File: src/rtl/fifo_wr_arbiter_if.sv
// Producer-side and FIFO write-side signals of the packet-locked FIFO write arbiter.
// master: the arbiter; slave: producers plus the FIFO.
interface fifo_wr_arbiter_if #(
  parameter int unsigned NUM_REQ = 4,
  parameter int unsigned DATA_W  = 8
);
  logic [NUM_REQ-1:0]        req;
  logic [NUM_REQ*DATA_W-1:0] din;
  logic [NUM_REQ-1:0]        last;
  logic [NUM_REQ-1:0]        ack;
  logic [NUM_REQ-1:0]        gnt;
  logic                      busy;
  logic                      fifo_full;
  logic                      fifo_wr_en;
  logic [DATA_W-1:0]         fifo_din;

  modport master (
    input  req, din, last, fifo_full,
    output ack, gnt, busy, fifo_wr_en, fifo_din
  );

  modport slave (
    output req, din, last, fifo_full,
    input  ack, gnt, busy, fifo_wr_en, fifo_din
  );
endinterface

File: src/rtl/fifo_wr_arbiter.sv
// Round-robin, packet-locked arbiter sharing one byte FIFO write port among NUM_REQ producers.
// The owner keeps the FIFO until its byte flagged last is accepted.
module fifo_wr_arbiter #(
  parameter int unsigned NUM_REQ = 4,
  parameter int unsigned DATA_W  = 8
) (
  input logic               clk,
  input logic               rst,
  fifo_wr_arbiter_if.master bus
);
  localparam int unsigned IdxW = $clog2(NUM_REQ);

  typedef enum logic [0:0] {StIdle, StBurst} state_e;

  state_e             state_q, state_d;
  logic [NUM_REQ-1:0] gnt_q, gnt_d;
  logic [IdxW-1:0]    rr_ptr_q, rr_ptr_d;
  logic [IdxW-1:0]    sel_idx;
  logic [IdxW-1:0]    cand;
  logic [IdxW-1:0]    owner_idx;
  logic               acc;

  // Walk candidates from farthest to nearest so the nearest set request after rr_ptr wins.
  always_comb begin
    sel_idx = '0;
    cand    = '0;
    for (int k = int'(NUM_REQ); k > 0; k--) begin
      cand = IdxW'((int'(rr_ptr_q) + k) % int'(NUM_REQ));
      if (bus.req[cand]) sel_idx = cand;
    end
  end

  always_comb begin
    owner_idx = '0;
    for (int k = 0; k < int'(NUM_REQ); k++) begin
      if (gnt_q[k]) owner_idx = IdxW'(k);
    end
  end

  // Gated by rst so nothing reaches the FIFO in the cycle the lock is dropped.
  assign acc = (state_q == StBurst) && !rst && bus.req[owner_idx] && !bus.fifo_full;

  assign bus.fifo_wr_en = acc;
  assign bus.ack        = acc ? gnt_q : '0;
  assign bus.gnt        = gnt_q;
  assign bus.busy       = (state_q == StBurst);
  assign bus.fifo_din   = bus.din[owner_idx*DATA_W +: DATA_W];

  always_comb begin
    state_d  = state_q;
    gnt_d    = gnt_q;
    rr_ptr_d = rr_ptr_q;
    unique case (state_q)
      StIdle: begin
        if (|bus.req) begin
          gnt_d          = '0;
          gnt_d[sel_idx] = 1'b1;
          state_d        = StBurst;
        end
      end
      StBurst: begin
        if (acc && bus.last[owner_idx]) begin
          state_d  = StIdle;
          gnt_d    = '0;
          rr_ptr_d = owner_idx;
        end
      end
      default: begin
        state_d = StIdle;
        gnt_d   = '0;
      end
    endcase
  end

  always_ff @(posedge clk) begin
    if (rst) begin
      state_q  <= StIdle;
      gnt_q    <= '0;
      rr_ptr_q <= IdxW'(NUM_REQ - 1);
    end else begin
      state_q  <= state_d;
      gnt_q    <= gnt_d;
      rr_ptr_q <= rr_ptr_d;
    end
  end
endmodule

File: src/flat_wrapper.sv
// flat-port wrapper written by rule: the top's interface ports become plain ports
module fifo_wr_arbiter_flat 
#(
  parameter int unsigned NUM_REQ = 4,
  parameter int unsigned DATA_W  = 8
)
  (clk, rst, bus_req, bus_din, bus_last, bus_fifo_full, bus_ack, bus_gnt, bus_busy, bus_fifo_wr_en, bus_fifo_din);
  fifo_wr_arbiter_if #(.NUM_REQ(NUM_REQ), .DATA_W(DATA_W)) bus_i ();
  input logic clk;
  input logic rst;
  input wire logic [$bits(bus_i.req)-1:0] bus_req;
  input wire logic [$bits(bus_i.din)-1:0] bus_din;
  input wire logic [$bits(bus_i.last)-1:0] bus_last;
  input wire logic [$bits(bus_i.fifo_full)-1:0] bus_fifo_full;
  output wire logic [$bits(bus_i.ack)-1:0] bus_ack;
  output wire logic [$bits(bus_i.gnt)-1:0] bus_gnt;
  output wire logic [$bits(bus_i.busy)-1:0] bus_busy;
  output wire logic [$bits(bus_i.fifo_wr_en)-1:0] bus_fifo_wr_en;
  output wire logic [$bits(bus_i.fifo_din)-1:0] bus_fifo_din;
  assign bus_i.req = bus_req;
  assign bus_i.din = bus_din;
  assign bus_i.last = bus_last;
  assign bus_i.fifo_full = bus_fifo_full;
  assign bus_ack = bus_i.ack;
  assign bus_gnt = bus_i.gnt;
  assign bus_busy = bus_i.busy;
  assign bus_fifo_wr_en = bus_i.fifo_wr_en;
  assign bus_fifo_din = bus_i.fifo_din;
  fifo_wr_arbiter #(.NUM_REQ(NUM_REQ), .DATA_W(DATA_W)) u_core (.clk(clk), .rst(rst), .bus(bus_i));
endmodule
File: config.mk
export PLATFORM = sky130hd
export DESIGN_NAME = fifo_wr_arbiter_flat
export DESIGN_NICKNAME = d
export VERILOG_FILES = /design/src/rtl/fifo_wr_arbiter_if.sv /design/src/rtl/fifo_wr_arbiter.sv /design/src/flat_wrapper.sv
export SDC_FILE = /design/constraint.sdc
export NUM_CORES = 1
export LEC_CHECK = 0
export CORE_UTILIZATION = 34
export CTS_BUF_LIST = sky130_fd_sc_hd__clkbuf_4 sky130_fd_sc_hd__clkbuf_8
export DETAILED_ROUTE_END_ITERATION = 10
export HOLD_SLACK_MARGIN = 0.06
export PLACE_DENSITY_LB_ADDON = 0.25
export SLEW_MARGIN = 5
export SYNTH_ARGS = -nofsm -noshare
export SYNTH_HDL_FRONTEND = slang
export SYNTH_SLANG_ARGS = --single-unit
export TNS_END_PERCENT = 10
File: constraint.sdc
create_clock -name clk -period 2.2 [get_ports clk]
set_input_delay 0.33 -clock clk [delete_from_list [all_inputs] [get_ports clk]]
set_output_delay 0.33 -clock clk [all_outputs]
set_load 0.005 [all_outputs]
Yosys cells after proc, flatten, opt, wreduce, memory -nomap -nowiden
Cells that the tools add are included.
{ "classes": {"addsub": 4, "order_cmp": 7, "eq_ne": 2, "n_shift": 1, "mux": 28, "bitwise": 1, "reduce_logical": 10} }
{ "ops": {"columns": ["cell", "count"], "rows": [
  ["$shiftx A32 B6 Y8", 1],
  ["$lt A2 B3 Y1 const B", 6],
  ["$bmux W1 S2", 6],
  ["$mux W2", 6],
  ["$mux W4", 3],
  ["$mux W1", 10],
  ["$pmux W4 S2", 1],
  ["$logic_and A1 B1 Y1", 5],
  ["$add A2 B1 Y2 const B", 2],
  ["$add A2 B2 Y2 const B", 2],
  ["$reduce_and A2 Y1", 2],
  ["$reduce_or A4 Y1", 1],
  ["$demux W1 S2", 1],
  ["$ge A2 B1 Y1 const B", 1],
  ["$logic_not A1 Y1", 2],
  ["$ne A2 B1 Y1 const B", 1],
  ["$ne A2 B2 Y1 const B", 1],
  ["$pmux W1 S2", 1],
  ["$not A1 Y1", 1]
]} }
{ "totals": {"regBits": 7, "input_bits": 43, "output_inout_bits": 18, "word_cells": 56} }

Longest topological paths before layout
{ "logic_depth": {"ltp_word": 13, "ltp_mapped": 6} }

Least setup slack after synthesis
No wires, ideal clock.
{ "synth_path": {"kind": "reg2out", "start": "register u_core.gnt_q[1], in the netlist u_core.bus.gnt[1]", "end": "output port bus_ack[0]", "arrival_time_ns": 1.580, "t_required_ns": 1.870, "path_slack_ns": 0.290, "stages_incl_launch_ff": 6, "n_path_buf": 1, "cell_sequence": "dfxtp_1 buf_6 mux2_2 a222oi_1 nor2_1 and2_1"} }
{ "synth_via": {"elab_chain_cells": 8} }
{ "synth_lines": {"columns": ["element", "line_no", "text"], "rows": [
  ["from (decl)", "fifo_wr_arbiter.sv:16", "logic [NUM_REQ-1:0] gnt_q, gnt_d;"],
  ["from (signal assigned)", "fifo_wr_arbiter.sv:82", "gnt_q <= gnt_d;"],
  ["$mux W1", "fifo_wr_arbiter.sv:36", "if (gnt_q[k]) owner_idx = IdxW'(k);"],
  ["$mux W2 (2 in series)", "fifo_wr_arbiter.sv:36", null],
  ["$bmux W1 S2", "fifo_wr_arbiter.sv:41", "assign acc = (state_q == StBurst) && !rst && bus.req[owner_idx] && !bus.fifo_full;"],
  ["$mux W1 (implied by the code)", "fifo_wr_arbiter.sv:41", null],
  ["$logic_and A1 B1 Y1 (2 in series)", "fifo_wr_arbiter.sv:41", null],
  ["named net bus_fifo_wr_en", "flat_wrapper.sv:18", "output wire logic [$bits(bus_i.fifo_wr_en)-1:0] bus_fifo_wr_en;"],
  ["$mux W4", "fifo_wr_arbiter.sv:44", "assign bus.ack = acc ? gnt_q : '0;"],
  ["to (decl)", "flat_wrapper.sv:15", "output wire logic [$bits(bus_i.ack)-1:0] bus_ack;"]
]} }
The timed path passes the listed nets, and every way through them passes these cells. The select of a mux whose other input is x is not followed.

Worst setup path in the final report
{ "layout_path": {"start": "register u_core.gnt_q[1], in the netlist u_core.bus.gnt[1]", "end": "output port bus_ack[0]"} }
{ "layout_via": {"elab_chain_cells": 8} }
{ "layout_lines": {"columns": ["element", "line_no"], "rows": [
  ["$mux W1", "fifo_wr_arbiter.sv:36"],
  ["$mux W2 (2 in series)", "fifo_wr_arbiter.sv:36"],
  ["$bmux W1 S2", "fifo_wr_arbiter.sv:41"],
  ["$mux W1 (implied by the code)", "fifo_wr_arbiter.sv:41"],
  ["$logic_and A1 B1 Y1 (2 in series)", "fifo_wr_arbiter.sv:41"],
  ["$mux W4", "fifo_wr_arbiter.sv:44"]
]} }
Every way passes these cells. The select of a mux whose other input is x is not followed.

==> results.cfg <==
[outcome]
status = finished, violations left
violations = setup timing

[worst_setup_path]
r2r_slack_ps = 70
start_kind = register
cp_common_cell = buf_6
crit_path_end_kind = output port
cp.required_ps = 1870
crit_fanout = 5
cp_slowest_stage_delay_ps = 430
timing_worst_setup_path_type = register to output port
cp.arrival_ps = 1930
crit_chain = mux2_4 -> a222oi_1 -> buf_4 -> nor2_4 -> buf_6 -> and2_4 -> buf_6
reg2regPathDepth = 11
cp_slowest_cell = a222oi_1

[detailed_routing]
route.vias.total = 1137
wl_met2_mm = 1.63
firstDrtPassIters = 4
drtAntennaViolNets = 0
first_iter_violations = 43
vias_per_cell = 5.36
routed-wl-met3_um = 186
routed_wl_mm = 3.04
route.detailed.drc = 0
wl_per_cell_um = 14.3
top_layer = met4
wl_met1_mm = 1.18

[hold_path]
hold_path_class = register to register
hold_path_depth = 2

[global_routing]
grt_pass1_wl_mm = 4.73
grt_pass1_vias = 1089
grt_use_total_pct = 25.3
overflow = 0
antenna_found_initial = 0
grt_start_max_net_pins = 27

[placed_design]
io_buffers = 60
dpl_cell_area_um2 = 1440
post-dp-hpwl_mm = 2.10
gp_congestion = 0.756

[clock_network]
clkLatencyLatePin_ps = 270
clk_path_buf_depth = 2
cts_tree = yes
clkTransAtPathRegs_ps = 60
clockRootBuffer = clkbuf_4
h-tree-depth = 1
numCtsBuffers = 3
clock-sinks = 7
ctsHoldBuffers = 0

[layout]
drive_above_1_share_pct = 19.5
area_growth_pct = 103
multi_input_area_um2 = 611
final_cell_area_um2 = 1560
ff_latch_area_um2 = 143
num_antenna_cells = 0
fin_nets = 229
utilization_pct = 76.2
nFillCells = 161

[synthesis]
syn_avg_cell_area_um2 = 6.89
synth.most_common_cell = nor2_1
synth.top_cell.area_share_pct = 18.3
yosysSeqAreaShare_pct = 18.3
yosysWarnings = 0
synth.area.top_cells = dfxtp_1, mux2i_1, o21ai_0
synth_top_cells_by_count = nor2_1, o21ai_0, mux2i_1
syn_area_um2 = 764
synth_ff_type = dfxtp_1
synth_edf_count = 0
yosysTopAreaCell = dfxtp_1
synth_seq_cells = 7
yosysUniqueCellTypes = 32
synthArstFlopShare_pct = 0
syn_inst = 111
synth_nets = 154

[timing]
post-route-period-util_pct = 103
setup_viol = 1
fin_skew_ps = 5.86
max_slew.worst_pin.slew_ps = 568
fin_crit_ps = 2260
setup_ws_ps = -57.3
report.final.slew_viol_count = 0
timing.fmax_mhz = 443
slew_headroom_pct = 61.7
final.setup.tns_ps = -57.3
rsz0062_at_grt = true
finalHoldViolations = 0

[pwr]
leakagePower_nw = 0.620
vdd_ir_drop_max_mv = 0.434
cellPowerDensity_nw_per_um2 = 366
finalPower_w = 0.000569

[floorplan]
die_y_um = 49.4
die_area_um2 = 2440
ios = 61
rows = 16
die_x_um = 49.4
start_util_pct = 37.4
core_area_um2 = 2040

[flow_run]
drv_cap = 0
[logic make-up after synthesis]
kind of cell           count (synthesis)  share of synthesized area (%)
and+or+nand+nor                       49                           32.9
AOI/OAI and AO/OA                     34                           28.2
muxes                                 11                           14.6
buffers and inverters                 10                           6.05
DFF                                    7                           18.3
[critical path: cells and delay by family, from the launching register on]
family,cells,cell delay (ps)
AOI/OAI and AO/OA,1,430
DFF,1,340
and+or+nand+nor,2,160
buffers and inverters,3,420
muxes,1,300
[through the flow]
stage / std cells / hold WS [ps] / worst slack, ps
floorplan: 111 / 495 / 290
global placement: 200 / 513 / -353
detailed placement: 200 / 517 / -375
CTS: 213 / 530 / -17.3
global route: 212 / 568 / -112
finish: 212 / 533 / -57.3
[timing repair]
| item | 4_1_cts | 5_1_grt |
|---|---|---|
| buffers inserted | 9 | 2 |
| resized for setup | 20 | 14 |
| endpoints found under the setup margin | 5 | 16 |
| pin swaps | 7 | 3 |
[final timing paths]
kind,start,end
min,u_core.bus.gnt[0],u_core.bus.gnt[0]
max reg2reg,u_core.bus.gnt[1],u_core.rr_ptr_q[1]
max,u_core.bus.gnt[1],bus_ack[0]
min reg2reg,u_core.bus.gnt[0],u_core.bus.gnt[0]
[cell type report]
cell class                 count  share of cell area [%]
sequential                     7                    9.17
clock buffer                   4                    1.93
tap                           27                    2.17
inverter                       1                   0.241
timing repair buffer          79                    47.2
multi-input combinational     94                    39.3
[state kept, by name, summed over array words and instances (netlist names)]
| name | flops |
|---|---|
| u_core.bus.busy | 1 |
| u_core.bus.gnt | 4 |
| u_core.rr_ptr_q | 2 |
[layer usage]
| metal | global-route usage, % | vias up |
|---|---|---|
| met4 | 11.9 | 0 |
| met1 | 25.0 | 526 |
| met2 | 49.5 | 55 |
| met3 | 4.98 | 7 |
| met5 | 0 | - |
| li1 | - | 549 |
[layout by cell type, fill, tap and decap left out, types with 3 or more instances in the layout]
master and instances:
clkdlybuf4s50_1 48, clkbuf_4 4, dfxtp_1 5, and2_1 3, mux2i_1 10, nor2b_1 5, o22ai_1 3, nor2_1 13
a21oi_1 8, clkbuf_2 3, nand3b_1 4, nand2_1 9, buf_4 17, dlygate4sd2_1 6, buf_6 3, nand2b_1 4
o21ai_0 13
[where the power goes]
group / internal (W) / total, W / switching (W)
Clock: 0.0000822 / 0.000140 / 0.0000577
Combinational: 0.000182 / 0.000287 / 0.000106
Sequential: 0.000135 / 0.000142 / 0.00000705
Total: 0.000399 / 0.000569 / 0.000170
Note: power is estimated with default switching activity, not from simulation.
